### src/rtl/button_debounce_pkg.sv
// Shared constants for the push-button debouncer: FSM encodings and debounce lengths.
package button_debounce_pkg;

  localparam logic [1:0] ST_IDLE         = 2'd0;
  localparam logic [1:0] ST_PRESS_WAIT   = 2'd1;
  localparam logic [1:0] ST_HELD         = 2'd2;
  localparam logic [1:0] ST_RELEASE_WAIT = 2'd3;

  typedef enum logic [1:0] {
    IDLE         = ST_IDLE,
    PRESS_WAIT   = ST_PRESS_WAIT,
    HELD         = ST_HELD,
    RELEASE_WAIT = ST_RELEASE_WAIT
  } state_t;

  localparam int DEBOUNCE_CYCLES_DEF = 50000;
  localparam int DEBOUNCE_CYCLES_SIM = 4;

endpackage

### src/rtl/sync_2ff.sv
// Two-flop synchronizer for asynchronous inputs; clears to 0 on reset.
module sync_2ff #(
  parameter int WIDTH = 1
) (
  input  logic             clk,
  input  logic             reset_n,
  input  logic [WIDTH-1:0] d,
  output logic [WIDTH-1:0] q
);

  logic [WIDTH-1:0] meta;

  always_ff @(posedge clk or negedge reset_n) begin
    if (!reset_n) begin
      meta <= '0;
      q    <= '0;
    end else begin
      meta <= d;
      q    <= meta;
    end
  end

endmodule

### src/rtl/button_debounce.sv
// Push-button debouncer: synchronized input, stable-count FSM, registered level and edge pulses.
module button_debounce
  import button_debounce_pkg::*;
#(
  parameter int CNT_WIDTH       = 16,
  parameter int DEBOUNCE_CYCLES = DEBOUNCE_CYCLES_DEF
) (
  input  logic clk,
  input  logic reset_n,
  input  logic btn_in,
  output logic btn_level,
  output logic press_pulse,
  output logic release_pulse
);

  localparam logic [CNT_WIDTH-1:0] LAST = CNT_WIDTH'(DEBOUNCE_CYCLES - 1);

  logic                 btn_sync;
  state_t               state;
  logic [CNT_WIDTH-1:0] cnt;

  sync_2ff #(.WIDTH(1)) u_sync (
    .clk     (clk),
    .reset_n (reset_n),
    .d       (btn_in),
    .q       (btn_sync)
  );

  // Counter stops at LAST and is cleared on WAIT entry, so it never wraps.
  always_ff @(posedge clk or negedge reset_n) begin
    if (!reset_n) begin
      state         <= IDLE;
      cnt           <= '0;
      btn_level     <= 1'b0;
      press_pulse   <= 1'b0;
      release_pulse <= 1'b0;
    end else begin
      press_pulse   <= 1'b0;
      release_pulse <= 1'b0;
      case (state)
        IDLE: begin
          if (btn_sync) begin
            state <= PRESS_WAIT;
            cnt   <= '0;
          end
        end
        PRESS_WAIT: begin
          if (!btn_sync) begin
            state <= IDLE;
          end else if (cnt == LAST) begin
            state       <= HELD;
            btn_level   <= 1'b1;
            press_pulse <= 1'b1;
          end else begin
            cnt <= cnt + 1'b1;
          end
        end
        HELD: begin
          if (!btn_sync) begin
            state <= RELEASE_WAIT;
            cnt   <= '0;
          end
        end
        RELEASE_WAIT: begin
          if (btn_sync) begin
            state <= HELD;
          end else if (cnt == LAST) begin
            state         <= IDLE;
            btn_level     <= 1'b0;
            release_pulse <= 1'b1;
          end else begin
            cnt <= cnt + 1'b1;
          end
        end
        default: state <= IDLE;
      endcase
    end
  end

endmodule
### config.mk
export PLATFORM = sky130hd
export DESIGN_NAME = button_debounce
export DESIGN_NICKNAME = d
export VERILOG_FILES = /design/src/rtl/button_debounce_pkg.sv /design/src/rtl/sync_2ff.sv /design/src/rtl/button_debounce.sv
export SDC_FILE = /design/constraint.sdc
export NUM_CORES = 1
export LEC_CHECK = 0
export ABC_AREA = 0
export CAP_MARGIN = 15
export CORE_UTILIZATION = 60
export CTS_CLUSTER_SIZE = 14
export DETAILED_ROUTE_END_ITERATION = 8
export DONT_BUFFER_PORTS = 1
export GPL_TIMING_DRIVEN = 0
export PLACE_DENSITY_LB_ADDON = 0.15
export SLEW_MARGIN = 20
export SYNTH_ARGS = -nofsm -noshare
export SYNTH_HDL_FRONTEND = slang
export SYNTH_SLANG_ARGS = --single-unit
### constraint.sdc
create_clock -name clk -period 2.9 [get_ports clk]
set_clock_uncertainty 0.1 [all_clocks]
set_input_delay 0.725 -clock clk [delete_from_list [all_inputs] [get_ports clk]]
set_output_delay 0.725 -clock clk [all_outputs]
set_load 0.005 [all_outputs]
-- Yosys cells after proc, flatten, opt, wreduce, memory -nomap -nowiden
Cells that the tools add are included.
W data, S select, Z words.
- equality and inequality tests: 12
- $add $sub $neg: 1
- reduce and logical (&&, ||, !) cells: 5
- muxes and demuxes: 23
- operators by type and width (kind ; count):
    $mux W16 ; 5
    $pmux W16 S4 ; 1
    $add A16 B1 Y16 const B ; 1
    $eq A16 B16 Y1 const B ; 1
    $mux W2 ; 6
    $mux W1 ; 9
    $ne A2 B2 Y1 const B ; 4
    $pmux W2 S4 ; 1
    $reduce_and A4 Y1 ; 2
    $reduce_and A5 Y1 ; 1
    $eq A2 B2 Y1 const B ; 2
    $ne A2 B1 Y1 const B ; 2
    $ne A3 B2 Y1 const B ; 1
    $ne A3 B3 Y1 const B ; 1
    $eq A2 B1 Y1 const B ; 1
    $logic_not A2 Y1 ; 1
    $pmux W1 S2 ; 1
    $reduce_bool A2 Y1 ; 1
- register bits after elaboration: 23
- input port bits: 3
- output and inout port bits: 3
- word-level logic and storage cells: 48

-- Longest topological paths before layout
- word-level depth: 4
- gate-level depth with buffers: 6
- depth with buffers taken out: 5

-- Hierarchy
A second synthesis with hierarchy kept.
- cell total of the unflattened synthesis: 132
- area total of the unflattened synthesis: 1291.2 um^2
- by module, submodules not included (module ; area each (um^2) ; instances ; cells an instance ; seq. area each (um^2)):
    button_debounce ; 1241.2 ; 1 ; 130 ; 525.5
    sync_2ff ; 50.0 ; 1 ; 2 ; 50.0

-- Worst setup path after synthesis
Ideal clock, no wire load.
- kind: register -> register
- from: register cnt[12]
- to: register btn_level
- cell stages (with the launch flop): 5
- setup slack: 0.909 ns
- arrival: 1.763 ns
- clock period less this slack: 1.991 ns
- library setup time: 0.128 ns
- required time: 2.672 ns
- path buffers: 0
- path through: dfrtp_1 -> or4b_1 -> or4_1 -> o31ai_1 -> a21oi_1
- longest elaborated chain between the ends: 3
- elaborated cells between the ends (all ways): 4
- classes of those cells: eq/ne (3); reduce/logical (1)
- ends and longest elaborated chain (item ; line ; source):
    from (decl) ; button_debounce.sv:20 ; logic [CNT_WIDTH-1:0] cnt;
    from (signal assigned) ; button_debounce.sv:55 ; cnt <= cnt + 1'b1;
    from (signal assigned) ; button_debounce.sv:72 ; cnt <= cnt + 1'b1;
    $eq A16 B16 Y1 (*) ; button_debounce.sv:50, button_debounce.sv:67 ;
    $ne A2 B2 Y1 (no source line) ; -- ;
    $reduce_and A5 Y1 (no source line) (*) ; -- ;
    to (signal assigned) ; button_debounce.sv:34 ; btn_level <= 1'b0;
    to (signal assigned) ; button_debounce.sv:52 ; btn_level <= 1'b1;
    to (signal assigned) ; button_debounce.sv:69 ; btn_level <= 1'b0;
    to (decl) ; button_debounce.sv:11 ; output logic btn_level,
Every way passes the cells marked *; elsewhere a longest branch is shown, timed or not.
A chain may end at the register's enable or synchronous reset.

-- Worst setup path after layout
- from: register cnt[0]
- to: register cnt[14]
- longest elaborated chain between the ends: 4
- elaborated cells between the ends (all ways): 6
- classes of those cells: add/sub (1); eq/ne (1); mux (4)
- ends and longest elaborated chain (item ; line ; source):
    $add A16 B1 Y16 / $eq A16 B16 Y1 (equally long branches) ; -- ;
    $mux W16 (*) ; button_debounce.sv:50, button_debounce.sv:67 ;
    $mux W16, on equally long branches ; button_debounce.sv:65, button_debounce.sv:48 ;
    $pmux W16 S4 (*) ; button_debounce.sv:40 ; case (state)
Every way passes the cells marked *; elsewhere a longest branch is shown, timed or not. The select of a mux whose other input is x is not followed.

==> reports/qor.yml <==
setup_path:
  criticalPathCategory: "reg -> reg"
  arrival_ps: 2360
  cp.required_ps: 3040
  end_kind: "flop"
  worst_setup_path_start_kind: "flop"
  cp_max_fo: 8
logic_synthesis:
  synth_seq_cells: 23
  syn_area_per_cell_um2: 10.6
  ys.warnings.count: 0
  syn_nets: 107
  ys_seq_area_frac: 0.526
  netlist_area_um2: 1090
  syn_inst: 103
  ys_types: 32
sta:
  rsz0062_at_grt: "no"
  setup-tns-final_ps: 0
  slew_headroom: 0.674
  setup_violations: 0
  fin_crit_ps: 2220
  hold_ws_ps: 254
  layout_setup_ws_ps: 680
  max_freq_ghz: 0.451
  finalHoldViolations: 0
  slew_viol_final: 0
  worst_pin_slew_ps: 488
  finalCritPeriodShare: 0.765
clock_tree:
  clk-insertion-delay-late_ps: 310
  cts_hold_buf: 1
  post_cts_buffers: 0
  numCtsBuffers: 3
  clkTransAtPathRegs_ps: 120
  cts_resized: 0
  cts_tree: "built"
  h-tree-depth: 1
  root_buffer: "clkbuf_4"
  clockBufferDepth: 2
  cts_sinks: 23
routing:
  ant_nets: 0
  wire_per_inst_um: 14.6
  drcViolationCount: 0
  drtPass1Iterations: 4
  via_per_inst: 5.96
  drtIter0Drc: 15
  via_count: 793
  wl_um: 1940
global_route:
  gr-usage-all-layers: 0.230
  overflow: 0
  grt_pass1_wl_um: 3260
  top_usage_layer: "met1"
  grt_antenna_before_repair: 0
  grt_max_degree: 24
  use_met3: 0.0400
  met1_usage: 0.345
  use_met2: 0.332
  grt_pass1_vias: 741
final_layout:
  fillers: 131
  nets: 113
  final_core_util: 0.677
  diodes: 0
  post-route-cell-area_um2: 1160
  final_cell_mix: "23 x dfrtp_1, 8 x nor2_1, 7 x xnor2_1"
  layout_commonest_cell: "dfrtp_1"
  drive_gt1_frac: 0.0833
  syn_to_final_growth_pct: 5.72
power_and_ir_drop:
  peakVddDrop_mv: 0.410
  combPwrFrac: 0.056
  seq_power_share: 0.659
  power_switching_share: 0.232
  power.switching_w: 0.000119
  p_int_w: 0.000392
  powerDensity_nw_per_um2: 442
  pwr-share-clk: 0.285
  p_leak_nw: 0.468
min_path:
  hold_class: "in -> async"
placement:
  port_buffers: 0
  dp_hpwl_um: 1370
  pre_cts_slack_ps: 710
  gp_congestion: 0.798
  placed_area_um2: 1120
run_status:
  status: "finished, final reports clean"
job:
  cap_violations: 0
floorplanning:
  core_um2: 1710
  die_y_um: 44.7
  dieArea_um2: 2000
  die_w_um: 44.7
  initial_utilization: 0.640
  io_pins: 6
  rows: 15
state kept, by name, summed over array words and instances (netlist names), named ones only:
signal and cells:
u_sync.q 1, btn_level 1, u_sync.meta 1, state 1
release_pulse 1, press_pulse 1, cnt 16
area by class of cell:
class / count / area [um2] / area share
flip-flops and latches: 23 / 576 / 0.498
multi-input cells: 75 / 498 / 0.431
well taps: 25 / 31.3 / 0.0271
clock buffers: 4 / 26.3 / 0.0227
plain buffers: 3 / 12.5 / 0.0108
inverters: 2 / 7.51 / 0.00649
repair buffers: 1 / 5.00 / 0.00433
kinds of logic (layout without fill, tap and decap cells):
kind of cell             Yosys count  in the layout  share of synthesized area
AND/OR/NAND/NOR                   43             43                      0.239
buffers and inverters              5             10                     0.0183
XOR/XNOR                           8              8                     0.0641
multiplexers                       1              1                     0.0103
AO/OA/AOI/OAI                     22             22                      0.130
adder cells (fa/ha/maj)            1              1                     0.0114
flip-flops                        23             23                      0.526
path summary, 6_finish.rpt:
kind                                            start  depth (start not counted)                  end  slack [ps]
worst max-delay path               cnt[0]$_DFFE_PN0P_                          5  cnt[14]$_DFFE_PN0P_         680
worst min-delay path                          reset_n                          1   cnt[4]$_DFFE_PN0P_         250
worst max register to register     cnt[0]$_DFFE_PN0P_                          5  cnt[14]$_DFFE_PN0P_         680
worst min register to register  u_sync.meta$_DFF_PN0_                          0   u_sync.q$_DFF_PN0_         280
max in group asynchronous                     reset_n                          1  cnt[10]$_DFFE_PN0P_        2110
min in group clk                u_sync.meta$_DFF_PN0_                          0   u_sync.q$_DFF_PN0_         280
cell usage after synthesis (all sizes together):
master / number / area share
dfrtp: 23 / 0.53
nor2: 8 / 0.027
o21ai: 7 / 0.035
xnor2: 7 / 0.056
a21oi: 6 / 0.027
and3: 4 / 0.023
nand2: 4 / 0.014
nand3: 4 / 0.018
nor3b: 4 / 0.027
or3: 4 / 0.023
nand4: 3 / 0.017
nor4: 3 / 0.023
or4: 3 / 0.024
a211oi: 2 / 0.014
a22o: 2 / 0.016
a41oi: 2 / 0.016
clkbuf: 2 / 0.0069
inv: 2 / 0.0069
nor3: 2 / 0.0092
or4b: 2 / 0.018
a221o: 1 / 0.0092
a31oi: 1 / 0.0057
buf: 1 / 0.0046
ha: 1 / 0.011
mux2: 1 / 0.010
nand3b: 1 / 0.0069
nor4b: 1 / 0.0080
o31ai: 1 / 0.0069
xor2: 1 / 0.0080
metal layers:
layer / vias to the layer above / wire (um)
li1: 395 / -
met1: 383 / 977
met2: 11 / 889
met3: 4 / 44
met4: 0 / 29
met5: - / 0
through the flow:
stage                     std cells  total power, W
after floorplan                 103        0.000359
after detailed placement        128        0.000365
after global routing            133        0.000531
after CTS                       133        0.000514
final                           133        0.000510
after global placement          128        0.000364
worst max-delay path, cell delays in order (launching register included):
cell and delay, ps:
dfrtp_1 440, ha_1 230, nand3_1 260, or4_1 650, or3_1 330, a21oi_1 150
power by group through the flow:
stage	clock network, W	registers (W)	logic (W)
floorplan	0	0.000340	0.0000187
global placement	0	0.000342	0.0000220
detailed placement	0	0.000343	0.0000227
CTS	0.000148	0.000336	0.0000299
global route	0.000160	0.000338	0.0000342
finish	0.000145	0.000336	0.0000287
(Power assumes the default switching activity.)
